### config.mk
export PLATFORM = sky130hd
export DESIGN_NAME = gate_owner_table
export DESIGN_NICKNAME = d
export VERILOG_FILES = /design/src/rtl/noc_pkg.sv /design/src/rtl/gate_owner_slot.sv /design/src/rtl/gate_owner_table.sv
export SDC_FILE = /design/constraint.sdc
export NUM_CORES = 1
export LEC_CHECK = 0
export ABC_CLOCK_PERIOD_IN_PS = 2700
export CORE_ASPECT_RATIO = 0.9
export CORE_UTILIZATION = 55
export DETAILED_ROUTE_END_ITERATION = 16
export PLACE_DENSITY = 0.89
export SYNTH_ARGS = -nofsm -noshare
export SYNTH_HDL_FRONTEND = slang
export SYNTH_SLANG_ARGS = --single-unit
### constraint.sdc
create_clock -name clk -period 2.7 [get_ports clk]
set_input_delay 0.405 -clock clk [delete_from_list [all_inputs] [get_ports clk]]
set_output_delay 0.405 -clock clk [all_outputs]
set_load 0.01 [all_outputs]
### src/rtl/noc_pkg.sv
// rtl/noc_pkg.sv - shared gate/source encodings and flit kinds for the router
package noc_pkg;

  localparam int NUM_GATES = 5;

  localparam logic [2:0] GATE_N  = 3'd0;
  localparam logic [2:0] GATE_E  = 3'd1;
  localparam logic [2:0] GATE_S  = 3'd2;
  localparam logic [2:0] GATE_W  = 3'd3;
  localparam logic [2:0] GATE_IP = 3'd4;

  // Owner value meaning "nobody holds this gate"; never a legal source ID.
  localparam logic [3:0] SRC_FREE = 4'hF;

  typedef enum logic [1:0] {
    KIND_HEAD = 2'b00,
    KIND_BODY = 2'b01,
    KIND_TAIL = 2'b10,
    KIND_RSVD = 2'b11
  } flit_kind_e;

endpackage

### src/rtl/gate_owner_slot.sv
// rtl/gate_owner_slot.sv - one output gate: owner register, idle counter, watchdog
// Ports:
//   clk, rst_n     clock, synchronous active-low reset
//   i_claim        accepted, legal claim addressed to this gate this cycle
//   i_source       requesting source ID (never SRC_FREE when i_claim is set)
//   i_kind         flit kind of the claim (never KIND_RSVD when i_claim is set)
//   o_owner        registered current owner, SRC_FREE when free
//   o_timeout      registered one-cycle pulse after a watchdog release
//   o_err          combinational: this claim is inconsistent with the owner
module gate_owner_slot
  import noc_pkg::*;
#(
  parameter int TIMEOUT = 64,
  parameter int CNT_W   = 7
) (
  input  logic       clk,
  input  logic       rst_n,
  input  logic       i_claim,
  input  logic [3:0] i_source,
  input  flit_kind_e i_kind,
  output logic [3:0] o_owner,
  output logic       o_timeout,
  output logic       o_err
);

  localparam logic [CNT_W-1:0] TO_VAL = CNT_W'(TIMEOUT);

  logic [3:0]       r_owner;
  logic [CNT_W-1:0] r_cnt;
  logic             r_timeout;

  logic w_owned;
  logic w_mine;
  logic w_acquire;
  logic w_expire;

  assign w_owned   = (r_owner != SRC_FREE);
  // Source is never SRC_FREE on a claim, so a match also implies owned.
  assign w_mine    = i_claim && (i_source == r_owner);
  assign w_acquire = i_claim && (i_kind == KIND_HEAD) && !w_owned;
  assign w_expire  = (TIMEOUT != 0) && w_owned && (r_cnt == TO_VAL);

  always_comb begin
    o_err = 1'b0;
    if (i_claim) begin
      case (i_kind)
        KIND_HEAD: o_err = w_owned && !w_mine;
        KIND_BODY: o_err = !w_mine;
        KIND_TAIL: o_err = !w_mine;
        default:   o_err = 1'b0;
      endcase
    end
  end

  always_ff @(posedge clk) begin
    if (!rst_n) begin
      r_owner   <= SRC_FREE;
      r_cnt     <= '0;
      r_timeout <= 1'b0;
    end else begin
      r_timeout <= 1'b0;
      // Owner activity beats the watchdog even in the expiry cycle.
      if (w_mine) begin
        r_cnt <= '0;
        if (i_kind == KIND_TAIL) begin
          r_owner <= SRC_FREE;
        end
      end else if (w_acquire) begin
        r_owner <= i_source;
        r_cnt   <= '0;
      end else if (w_expire) begin
        r_owner   <= SRC_FREE;
        r_cnt     <= '0;
        r_timeout <= 1'b1;
      end else if (w_owned && (TIMEOUT != 0)) begin
        // Stops at TO_VAL because reaching it forces a release next edge.
        r_cnt <= r_cnt + CNT_W'(1);
      end
    end
  end

  assign o_owner   = r_owner;
  assign o_timeout = r_timeout;

endmodule

### src/rtl/gate_owner_table.sv
// rtl/gate_owner_table.sv - per-router ownership table for the five output gates
// Ports:
//   clk, rst_n                         clock, synchronous active-low reset
//   claim_valid/source/gate/kind       flit claim presented this cycle
//   grant_in                           comparator grant for that claim
//   north/east/south/west/ip_source    registered owner per gate, 4'hF when free
//   busy                               bit g set while gate g is owned
//   timeout_pulse                      one-cycle pulse per watchdog-released gate
//   err_pulse                          one-cycle pulse on illegal/inconsistent claim
module gate_owner_table
  import noc_pkg::*;
#(
  parameter int TIMEOUT = 64,
  parameter int CNT_W   = $clog2(TIMEOUT + 1)
) (
  input  logic       clk,
  input  logic       rst_n,
  input  logic       claim_valid,
  input  logic [3:0] claim_source,
  input  logic [2:0] claim_gate,
  input  logic [1:0] claim_kind,
  input  logic       grant_in,
  output logic [3:0] north_source,
  output logic [3:0] east_source,
  output logic [3:0] south_source,
  output logic [3:0] west_source,
  output logic [3:0] ip_source,
  output logic [4:0] busy,
  output logic [4:0] timeout_pulse,
  output logic       err_pulse
);

  // A disabled watchdog would give a zero-width counter; keep one bit.
  localparam int CW = (CNT_W < 1) ? 1 : CNT_W;

  logic                 w_legal;
  logic                 w_illegal;
  logic                 w_accept;
  flit_kind_e           w_kind;
  logic [NUM_GATES-1:0] w_claim;
  logic [NUM_GATES-1:0] w_slot_err;
  logic [3:0]           w_owner [NUM_GATES];
  logic                 r_err;

  assign w_kind    = flit_kind_e'(claim_kind);
  assign w_legal   = (claim_gate <= GATE_IP) && (claim_source != SRC_FREE) &&
                     (w_kind != KIND_RSVD);
  // Illegal claims are flagged whether or not the comparator granted them.
  assign w_illegal = claim_valid && !w_legal;
  assign w_accept  = claim_valid && grant_in && w_legal;

  for (genvar g = 0; g < NUM_GATES; g++) begin : g_slot
    assign w_claim[g] = w_accept && (claim_gate == 3'(g));
    assign busy[g]    = (w_owner[g] != SRC_FREE);

    gate_owner_slot #(
      .TIMEOUT (TIMEOUT),
      .CNT_W   (CW)
    ) u_slot (
      .clk       (clk),
      .rst_n     (rst_n),
      .i_claim   (w_claim[g]),
      .i_source  (claim_source),
      .i_kind    (w_kind),
      .o_owner   (w_owner[g]),
      .o_timeout (timeout_pulse[g]),
      .o_err     (w_slot_err[g])
    );
  end

  always_ff @(posedge clk) begin
    if (!rst_n) begin
      r_err <= 1'b0;
    end else begin
      r_err <= w_illegal || (|w_slot_err);
    end
  end

  assign north_source = w_owner[GATE_N];
  assign east_source  = w_owner[GATE_E];
  assign south_source = w_owner[GATE_S];
  assign west_source  = w_owner[GATE_W];
  assign ip_source    = w_owner[GATE_IP];
  assign err_pulse    = r_err;

endmodule

==> results of run 1 <==
-- cells in the final DEF, fill, tap and decap left out, types with 5 or more instances in the layout --
master	count
a21oi_1	14
a31oi_1	16
buf_4	15
clkbuf_8	11
clkdlybuf4s50_1	43
dfxtp_1	61
ha_1	13
inv_1	32
nand2_1	22
nand4_1	15
nor2_1	70
nor4_1	12
o21ai_0	5
or2_2	6
xnor2_1	14
xor2_1	36
-- per-stage QoR --
| step | util [%] | hold slack [ns] | worst slack, ns | power, mW |
|---|---|---|---|---|
| floorplan | - | 0.472 | 0.637 | 1.01 |
| global placement | 66.1 | 0.488 | 0.101 | 1.06 |
| detailed placement | 66.1 | 0.498 | 0.0247 | 1.06 |
| CTS | 70.1 | 0.516 | 0.355 | 1.98 |
| global route | 70.1 | 0.551 | 0.253 | 2.02 |
| finish | 70.1 | 0.513 | 0.330 | 1.97 |
-- sequential cells by signal (all words and copies together) (netlist names) --
register / flops
g_slot.u_slot.o_owner: 20
g_slot.u_slot.o_timeout: 5
g_slot.u_slot.r_cnt: 35
err_pulse: 1
-- worst paths after layout --
| path | start | end | slack [ns] | depth (start not counted) |
|---|---|---|---|---|
| worst max register to register | g_slot[2].u_slot.o_owner[2] | g_slot[2].u_slot.r_cnt[4] | 0.84 | 4 |
| worst min register to register | g_slot[1].u_slot.r_cnt[6] | g_slot[1].u_slot.r_cnt[6] | 0.51 | 2 |
| worst max-delay path | claim_kind[1] | g_slot[3].u_slot.o_owner[3] | 0.33 | 6 |
| worst min-delay path | g_slot[1].u_slot.r_cnt[6] | g_slot[1].u_slot.r_cnt[6] | 0.51 | 2 |
-- cell type report --
class | instances | area [sq um]
tap | 70 | 87.6
inverter | 32 | 120
clock buffer | 12 | 155
clock inverter | 4 | 70.1
fill | 423 | 1690
timing repair buffer | 59 | 563
multi-input combinational | 270 | 1750
sequential | 61 | 1220
-- power breakdown --
group,switching (mW),leakage (nW),internal [mW]
clock network,0.354,0.116,0.567
registers,0.00312,0.492,0.903
logic,0.0804,1.03,0.0622
total,0.438,1.64,1.53
-- kinds of logic (layout without fill, tap and decap cells) --
family | after synthesis | in the layout | share of synthesized area [%]
adder cells (fa/ha/maj) | 13 | 13 | 5.04
buffers and inverters | 52 | 107 | 7.88
AO/OA/AOI/OAI | 52 | 52 | 10.4
multiplexers | 1 | 1 | 0.349
flip-flops | 61 | 61 | 37.9
AND/OR/NAND/NOR | 154 | 154 | 24.9
XOR/XNOR | 50 | 50 | 13.6
-- tightest hold or removal path: cells and delay by family, from the launching register on --
family,cells,cell delay (ns)
flops,1,0.34
xor+xnor,1,0.07
simple gates,1,0.07
-- cells in the mapped netlist, types with 3 or more instances --
cell type	count	area share, %
nor2_1	70	8.1
dfxtp_1	61	38
xor2_1	36	9.8
inv_1	32	3.7
nand2_1	22	2.6
a31oi_1	16	3.1
nand4_1	15	2.9
a21oi_1	14	2.2
xnor2_1	14	3.8
ha_1	13	5.0
nor4_1	12	2.3
buf_4	11	2.6
or2_2	6	1.2
clkbuf_1	5	0.58
o21ai_0	5	0.78
a211oi_1	4	0.93
nand2b_1	4	0.78
nor3b_1	4	0.93
and4_1	3	0.82
nand3b_1	3	0.70
nand4_2	3	1.2
o21a_1	3	0.70
o22ai_1	3	0.58
or3b_2	3	0.82
-- layer usage --
layer  global-route usage [%]  part of all wire (%)  vias up
met2                     42.9                    46      125
li1                         -                     -     1394
met5                        0                     0        -
met4                     12.1                   1.9        0
met1                     32.4                    43     1308
met3                     8.97                   9.3       14
==> results.json, run 1 <==
{
  "status": "completed",
  "setup_violations": 0,
  "chipHeight_um": 74.6,
  "maxSlewViolCount": 0,
  "clock_latency_ns": 0.34,
  "cp_slowest_cell": "or4_4",
  "dp_cells": 492,
  "clock-sinks": 61,
  "cts_resized": 0,
  "max_freq_ghz": 0.422,
  "ctsHtreeMaxLevel": 3,
  "placeableCoreArea_sq_um": 5660,
  "wirelength_mm": 7.55,
  "synthDistinctLibCells": 40,
  "areaGrowthSynthToFinish_pct": 23.0,
  "synth_area_per_cell_sq_um": 8.42,
  "grt_max_degree": 36,
  "finalNonFillerCells": 508,
  "drc": 0,
  "grt_pass1_vias": 2692,
  "ys.flop_type": "dfxtp_1",
  "via_per_inst": 5.59,
  "postPlaceCellArea_sq_um": 3740,
  "dp.final_hpwl_mm": 5.03,
  "cts_made_buffers": 9,
  "antenna_left": 0,
  "slew_headroom_pct": 65.2,
  "maxCapViolCount": 0,
  "cts_setup_buffers": 0,
  "cts_tree": "yes",
  "worstMarginPinSlew_ns": 0.521,
  "synth_enable_flop_cells": 0,
  "cts_max_path_buffers": 2,
  "path_cells": "clkdlybuf4s50_1 -> ha_1 -> a41o_4 -> or4_4 -> o32ai_1 -> a31oi_1",
  "root_buffer": "clkbuf_8",
  "num_vias": 2841,
  "path_buf_inv": 1,
  "worst_path_largest_cell_delay_ns": 0.53,
  "async_flop_share_pct": 0,
  "grt_pass1_wl_mm": 12.2,
  "netlist_area_sq_um": 3220,
  "period_minus_slack_ns": 2.37,
  "antenna_found_initial": 0,
  "nets": 459,
  "startpoint_type": "input port",
  "power_density_nw_per_um2": 497,
  "cp.arrival_ns": 2.59,
  "port_buffers": 43,
  "crit_required_ns": 2.92,
  "worstSetupPathType": "in -> reg",
  "ir_drop_mv": 0.338,
  "cts_hold_buf": 0,
  "drive_gt1_share_pct": 11.0,
  "crit_family": "compound AO/OA/AOI/OAI gates",
  "synth_nets": 409,
  "gp_congestion": 0.822,
  "worstPathMaxFanout": 5,
  "die-width_um": 82.7,
  "cp-end-kind": "flop",
  "grt_overflow": 0,
  "p_leak_nw": 1.64,
  "fin_skew_ns": 0.00659,
  "fin_crit_sh_pct": 87.8,
  "grt_usage_pct": 26.7,
  "hold_viol": 0,
  "placementRows": 26,
  "initialDrtViolationCount": 170,
  "dr.pass1.iters": 4,
  "postSynthCellCount": 383,
  "die_area_sq_um": 6170,
  "yosysWarnings": 0,
  "finalInstanceArea_sq_um": 3970,
  "finalSetupTns_ns": 0,
  "grt_setup_unrepaired": "no",
  "path_clk_slew_ns": 0.07,
  "start_util_pct": 57.0,
  "drt-wirelength-per-cell_um": 14.9,
  "synth_seq_area_share_pct": 37.9,
  "num_io_pins": 44,
  "ys_ff_latch": 61,
  "worst_hold_path_type": "reg -> reg",
  "num_antenna_cells": 0
}
No activity file was read; power rests on OpenSTA's default activity.
==> run 2: changes to the inputs <==
--- a/config.mk
+++ b/config.mk
@@ -13,3 +13,4 @@
 export SYNTH_ARGS = -nofsm -noshare
 export SYNTH_HDL_FRONTEND = slang
 export SYNTH_SLANG_ARGS = --single-unit
+export TNS_END_PERCENT = 10
==> constraint.sdc (replaced) <==
create_clock -name clk -period 2.7 [get_ports clk]
set_input_delay 0.405 -clock clk [delete_from_list [all_inputs] [get_ports clk]]
set_output_delay 0.405 -clock clk [all_outputs]
set_load 0.02 [all_outputs]
==> run 2 against run 1 <==
Critical path depth unchanged. Maximum frequency is 0.22% lower. Combinational power about the same. Design area rose by 0.19%. Clock power decreased by 0.4%. Critical path type unchanged. Critical endpoint is now g_slot[3].u_slot.o_owner[2]. Highest routed layer unchanged.
==> results.json, run 2 (synthesized netlist as in run 1, its figures left out) <==
{
  "maxCapViolCount": 0,
  "die-width_um": 82.7,
  "multiInputGateArea_sq_um": 1750,
  "use_met1_pct": 31.3,
  "grt_pass1_wl_mm": 12.2,
  "placementRows": 26,
  "p_leak_nw": 1.64,
  "place_ws_ns": 0.00904,
  "placeableCoreArea_sq_um": 5660,
  "cts_hold_buf": 0,
  "via_per_inst": 5.68,
  "setup_violations": 0,
  "busiest_layer": "met2",
  "grt_setup_unrepaired": "no",
  "grt_pass1_vias": 2724,
  "layout_common_cells": "70 x nor2_1, 61 x dfxtp_1, 43 x clkdlybuf4s50_1, 36 x xor2_1, 32 x inv_1",
  "cts_max_path_buffers": 2,
  "num_io_pins": 44,
  "top_register": "g_slot.u_slot.r_cnt",
  "cp-end-kind": "flop",
  "cp.arrival_ns": 2.58,
  "num_antenna_cells": 0,
  "fin_crit_sh_pct": 88.0,
  "dr.pass1.iters": 4,
  "path_cells": "clkdlybuf4s50_1 -> ha_1 -> a41o_4 -> or4_4 -> o32ai_1 -> a31oi_1",
  "worstPathMaxFanout": 5,
  "cts_setup_buffers": 0,
  "worst_hold_path_type": "reg -> reg",
  "dp.final_hpwl_mm": 5.18,
  "antenna_left": 0,
  "startpoint_type": "input port",
  "min_from": "g_slot[0].u_slot.r_cnt[6]",
  "period_minus_slack_ns": 2.38,
  "nets": 460,
  "die_area_sq_um": 6170,
  "max_freq_ghz": 0.421,
  "status": "completed",
  "maxSlewViolCount": 0,
  "cp_slowest_cell": "o32ai_1",
  "root_buffer": "clkbuf_8",
  "grtUsageMet2_pct": 44.9,
  "hold_viol": 0,
  "grt_max_degree": 36,
  "initialDrtViolationCount": 142,
  "reg2reg_setup_slack_ns": 0.83,
  "layout_commonest_cell": "nor2_1",
  "clock_latency_ns": 0.34,
  "cts_tree": "yes",
  "layout_setup_ws_ns": 0.325,
  "power_density_nw_per_um2": 495,
  "finalSetupTns_ns": 0,
  "grt_usage_pct": 26.4,
  "gp_congestion": 0.818,
  "cts_resized": 0,
  "reg2reg_depth": 6,
  "port_buffers": 43,
  "crit_required_ns": 2.90,
  "slew_headroom_pct": 62.5,
  "whs_endpoint": "g_slot[0].u_slot.r_cnt[6]",
  "fin_skew_ns": 0.00393,
  "clock-sinks": 61,
  "chipHeight_um": 74.6,
  "use_met3_pct": 9.21,
  "ir_drop_mv": 0.492,
  "path_clk_slew_ns": 0.07,
  "r2r_start": "g_slot[3].u_slot.o_owner[1]",
  "register_area_sq_um": 1220,
  "worst_path_largest_cell_delay_ns": 0.54,
  "r2r_end": "g_slot[3].u_slot.o_owner[3]",
  "antenna_found_initial": 0,
  "cts_made_buffers": 9,
  "start_util_pct": 57.0,
  "largest_reg_flops": 35,
  "worstMarginPinSlew_ns": 0.560,
  "drc": 0,
  "wirelength_mm": 7.47,
  "ctsHtreeMaxLevel": 3,
  "fillers": 427,
  "drt-wirelength-per-cell_um": 14.7,
  "areaGrowthSynthToFinish_pct": 23.2,
  "grt_overflow": 0,
  "hold_path_depth": 2,
  "num_vias": 2893,
  "drive_gt1_share_pct": 11.2,
  "worstSetupPathType": "in -> reg"
}
==> run 2: cell types whose count changed in the layout (fill, tap and decap cells not counted) <==
| cell | before | now |
|---|---|---|
| buf_4 | 15 | 16 |
==> run 2: metal layers <==
layer / routed length, um / up-vias
met5: 0 / -
met4: 98 / 0
met3: 624 / 14
met2: 3560 / 120
met1: 3190 / 1366
li1: - / 1393
==> run 2: how the worst max path moves through the flow <==
stage | startpoint | to | slack (ns) | depth (start not counted)
floorplan | claim_kind[0] | g_slot[3].u_slot.o_owner[0] | 0.64 | 6
global placement | claim_kind[1] | g_slot[3].u_slot.o_owner[0] | 0.11 | 6
detailed placement | claim_kind[1] | g_slot[3].u_slot.o_owner[2] | 0.009 | 6
CTS | claim_kind[1] | g_slot[3].u_slot.o_owner[2] | 0.35 | 6
global route | claim_kind[1] | g_slot[3].u_slot.o_owner[2] | 0.23 | 6
finish | claim_kind[1] | g_slot[3].u_slot.o_owner[2] | 0.32 | 6
==> run 2: area by class of cell <==
class / count / area share [%]
tap: 70 / 2.20
inverter: 32 / 3.02
clock inverter: 4 / 1.76
timing repair buffer: 60 / 14.4
multi-input combinational: 270 / 44.0
sequential: 61 / 30.7
clock buffer: 12 / 3.90
==> run 2: through the flow <==
stage / hold slack (ns) / power [mW] / util, % / area, sq um / cells
final: 0.517 / 1.97 / 70.2 / 3970 / 509
after floorplan: 0.472 / 1.01 / - / 3220 / 383
after global placement: 0.488 / 1.06 / 66.2 / 3750 / 493
after CTS: 0.515 / 1.97 / 70.2 / 3970 / 509
after detailed placement: 0.505 / 1.07 / 66.2 / 3750 / 493
after global routing: 0.542 / 2.02 / 70.2 / 3970 / 509
==> run 2: where the power goes <==
part           switching [mW]  internal [mW]
registers             0.00320          0.903
clock network           0.349          0.567
logic                  0.0829         0.0625
total                   0.436           1.53
==> run 2: worst max-delay path: cells and delay by family <==
kind / cells / cell delay, ns
AO/OA/AOI/OAI: 3 / 0.98
AND/OR/NAND/NOR: 1 / 0.52
buffers and inverters: 1 / 0.45
adder cells (fa/ha/maj): 1 / 0.23
==> patch, RTL diff (flow settings as in run 2) <==
Reset style: asynchronous (`rst_n`), changed in 2 clocked blocks. Comments in the files are not updated.
--- a/src/rtl/gate_owner_slot.sv
+++ b/src/rtl/gate_owner_slot.sv
@@ -53,5 +53,5 @@
   end
 
-  always_ff @(posedge clk) begin
+  always_ff @(posedge clk or negedge rst_n) begin
     if (!rst_n) begin
       r_owner   <= SRC_FREE;
--- a/src/rtl/gate_owner_table.sv
+++ b/src/rtl/gate_owner_table.sv
@@ -69,5 +69,5 @@
   end
 
-  always_ff @(posedge clk) begin
+  always_ff @(posedge clk or negedge rst_n) begin
     if (!rst_n) begin
       r_err <= 1'b0;
Behaviour: differs if rst_n is asserted again (counterexample within 4 cycles, from zero or initial values and one cycle with rst_n low); with rst_n held inactive, the same outputs for 4 cycles.
==> patch against run 2 <==
Via count shrank 4.9%. Worst setup slack lost 0.097 ns. Sequential cell count is the same. Wire length shrank 6.0%. Core utilization grew 0.69 points. Synthesized area grew 6.5%. Worst hold slack lost 0.30 ns. Clock skew grew 0.0012 ns. Design area grew 4.5%. Final cell count shrank 7.1%. Non-clock buffer count shrank 8.
Power is not compared: it rests on default switching activity, and its combinational part moved more than twofold at a synthesized area within 25%.
==> patch: results (changes against run 2) <==
### Yosys
- 4.74% — adder and majority gate portion of the synthesized area, was 5.04%
- 38 — count of unique library cells instantiated by Yosys, was 40
- sky130_fd_sc_hd__dfrtp_1 (30%), sky130_fd_sc_hd__dfstp_2 (15%), sky130_fd_sc_hd__xnor2_1 (5.4%) — leading cell types by total area after synthesis, was sky130_fd_sc_hd__dfxtp_1 (38%), sky130_fd_sc_hd__xor2_1 (9.8%), sky130_fd_sc_hd__nor2_1 (8.1%)
- 0.291% — multiplexer share of the synthesized area, was 0.349%
- 45.2% — register area share after synthesis, was 37.9%
- 376 — number of nets in the synthesized netlist, was 409
- sky130_fd_sc_hd__dfrtp_1 (41), sky130_fd_sc_hd__nand2_1 (36), sky130_fd_sc_hd__nor2_1 (32) — top cell types by occurrence after synthesis, was sky130_fd_sc_hd__nor2_1 (70), sky130_fd_sc_hd__dfxtp_1 (61), sky130_fd_sc_hd__xor2_1 (36)
- 9.44% — xor and xnor fraction of the mapped netlist area, was 13.6%
- 13.7% — Synth Area in Compound Gates, was 10.4%
- 100% — Post-synth ARST share, was 0%
- 0 — Yosys warnings, unchanged
- sky130_fd_sc_hd__dfrtp_1 — most used standard cell by instance count after synthesis, was sky130_fd_sc_hd__nor2_1

### Clock tree
- 2 — buffers from clock root to sink, at most, unchanged
- 0 — Resized cells post-CTS, unchanged
- sky130_fd_sc_hd__clkbuf_8 — clock root buffer, unchanged
- 0.06 ns — register clock-pin slew on the reported worst setup and hold paths
- 0.34 ns — later-pin clock latency in the skew report, about the same
- 0 — total setup buffers inserted after CTS, unchanged
- 3 — number of levels in the clock H-tree, unchanged
- 9 — TritonCTS buffer count, unchanged

### Timing
- 0.744 ns — Worst Max-Slew Pin Slew, was 0.560 ns
- 0.00513 ns — Setup Skew, was 0.00393 ns

### Global route
- 62 — largest net degree at the start of global routing, was 36
- 12,100 µm — global-route wire length before repair, was 12,200 µm
- 7.53% — GRT met3 Usage, was 9.21%
- 23.9% — GRT Util Overall, was 26.4%
- 2,681 — via count of the first global-routing pass, was 2,724
- 0 — initial antenna violation count, unchanged
- 31.3% — Global Route met1 Usage, about the same
- 37.0% — GR Layer Usage met2, was 44.9%

### Route
- 133 — 1st-iter DRT viols, was 142
- 14.9 µm — Routed wire per std cell, was 14.7 µm
- 5.82 — via density per instance, was 5.68
- 5 — count of TritonRoute iterations in the first routing pass, was 4

### Setup path
- 2.07 ns — worst path arrival time, was 2.58 ns
- 8 — maximum fanout along the worst path, was 5

### Layout
- 14.4% — fraction of final layout cells sized beyond drive strength 1, was 11.2%
- 435 — Filler Cell Count, was 427
- 424 — final net count, was 460
- g_slot.u_slot.r_cnt — Top reg by flops, unchanged
- 0 — number of antenna repair diodes, unchanged
- 35 — flip-flop count of the largest register, all copies and words added, unchanged

### Placed design
- 0.817 — Placer Congestion, was 0.818
- 43 — Port Buffers, unchanged
- 5110 µm — Detailed Place HPWL, was 5180 µm

### Min path
- in -> async — classification of the worst-slack hold path, was reg -> reg

### Status
- finished, final reports clean — outcome, unchanged

### Power and ir drop
- 0.627 mV — Peak VDD IR
- 1.72 nW — Pleak
- 2.46 mW — internal power contribution

-- patch: changes by cell type in the layout (fill, tap and decap cells not counted), moves of 16 or more --
cell	run 2	this run
sky130_fd_sc_hd__inv_1	32	13
sky130_fd_sc_hd__dfxtp_1	61	0
sky130_fd_sc_hd__dfstp_2	0	20
sky130_fd_sc_hd__a31oi_1	16	0
sky130_fd_sc_hd__xor2_1	36	16
sky130_fd_sc_hd__nor2_1	70	32
sky130_fd_sc_hd__o22a_1	0	20
sky130_fd_sc_hd__dfrtp_1	0	41
-- patch: worst max-delay path, cell delays in order (launching register included) --
cell and delay (ns):
sky130_fd_sc_hd__dfstp_2 0.57, sky130_fd_sc_hd__and4_1 0.31, sky130_fd_sc_hd__clkinv_1 0.24, sky130_fd_sc_hd__clkdlybuf4s50_1 0.60
-- patch: kinds of logic after synthesis --
kind of cell	Yosys count
mux	1
xor+xnor	37
buf+inv	33
simple gates	139
fa+ha+maj	13
flops	61
compound gates	66
-- patch: stage by stage --
stage                     setup slack (ns)  instances  utilization [%]  total power [mW]  instance area, µm²
after floorplan                      0.954        350                -              2.32                3430
after global placement               0.335        457             66.7              2.67                3910
after detailed placement             0.287        457             66.7              2.73                3910
after CTS                            0.219        473             70.9              3.71                4150
after global routing                 0.127        473             70.9              3.94                4150
final                                0.227        473             70.9              3.68                4150
-- patch: metal layers --
layer	vias to the layer above	part of all wire [%]
li1	1331	-
met1	1304	46
met2	102	46
met3	14	6.1
met4	0	1.7
met5	-	0
-- patch: worst paths after layout --
path | from | endpoint | slack, ns | depth (start not counted)
max in group asynchronous | rst_n | g_slot[3].u_slot.r_cnt[0] | 2.00 | 2
min in group clk | g_slot[3].u_slot.o_owner[1] | g_slot[3].u_slot.o_owner[1] | 0.54 | 1
hold / removal | rst_n | g_slot[4].u_slot.o_timeout | 0.22 | 2
setup / recovery | g_slot[3].u_slot.o_owner[2] | busy[3] | 0.23 | 3
setup reg to reg | g_slot[4].u_slot.o_owner[3] | g_slot[4].u_slot.o_owner[3] | 0.89 | 6
hold reg to reg | g_slot[3].u_slot.o_owner[1] | g_slot[3].u_slot.o_owner[1] | 0.54 | 1
-- patch: final cells by class --
type	count	area (µm²)	area share (%)
tap	70	87.6	2.11
timing repair buffer	52	493	11.9
clock inverter	3	65.1	1.57
clock buffer	13	179	4.31
sequential	61	1550	37.4
multi-input combinational	256	1710	41.1
inverter	18	67.6	1.63
-- patch: power by group through the flow --
stage	Combinational, mW	Clock [mW]	Sequential (mW)
global route	1.21	1.03	1.70
CTS	1.09	0.981	1.64
detailed placement	1.08	0	1.65
floorplan	0.645	0	1.68
global placement	1.04	0	1.64
finish	1.08	0.954	1.65
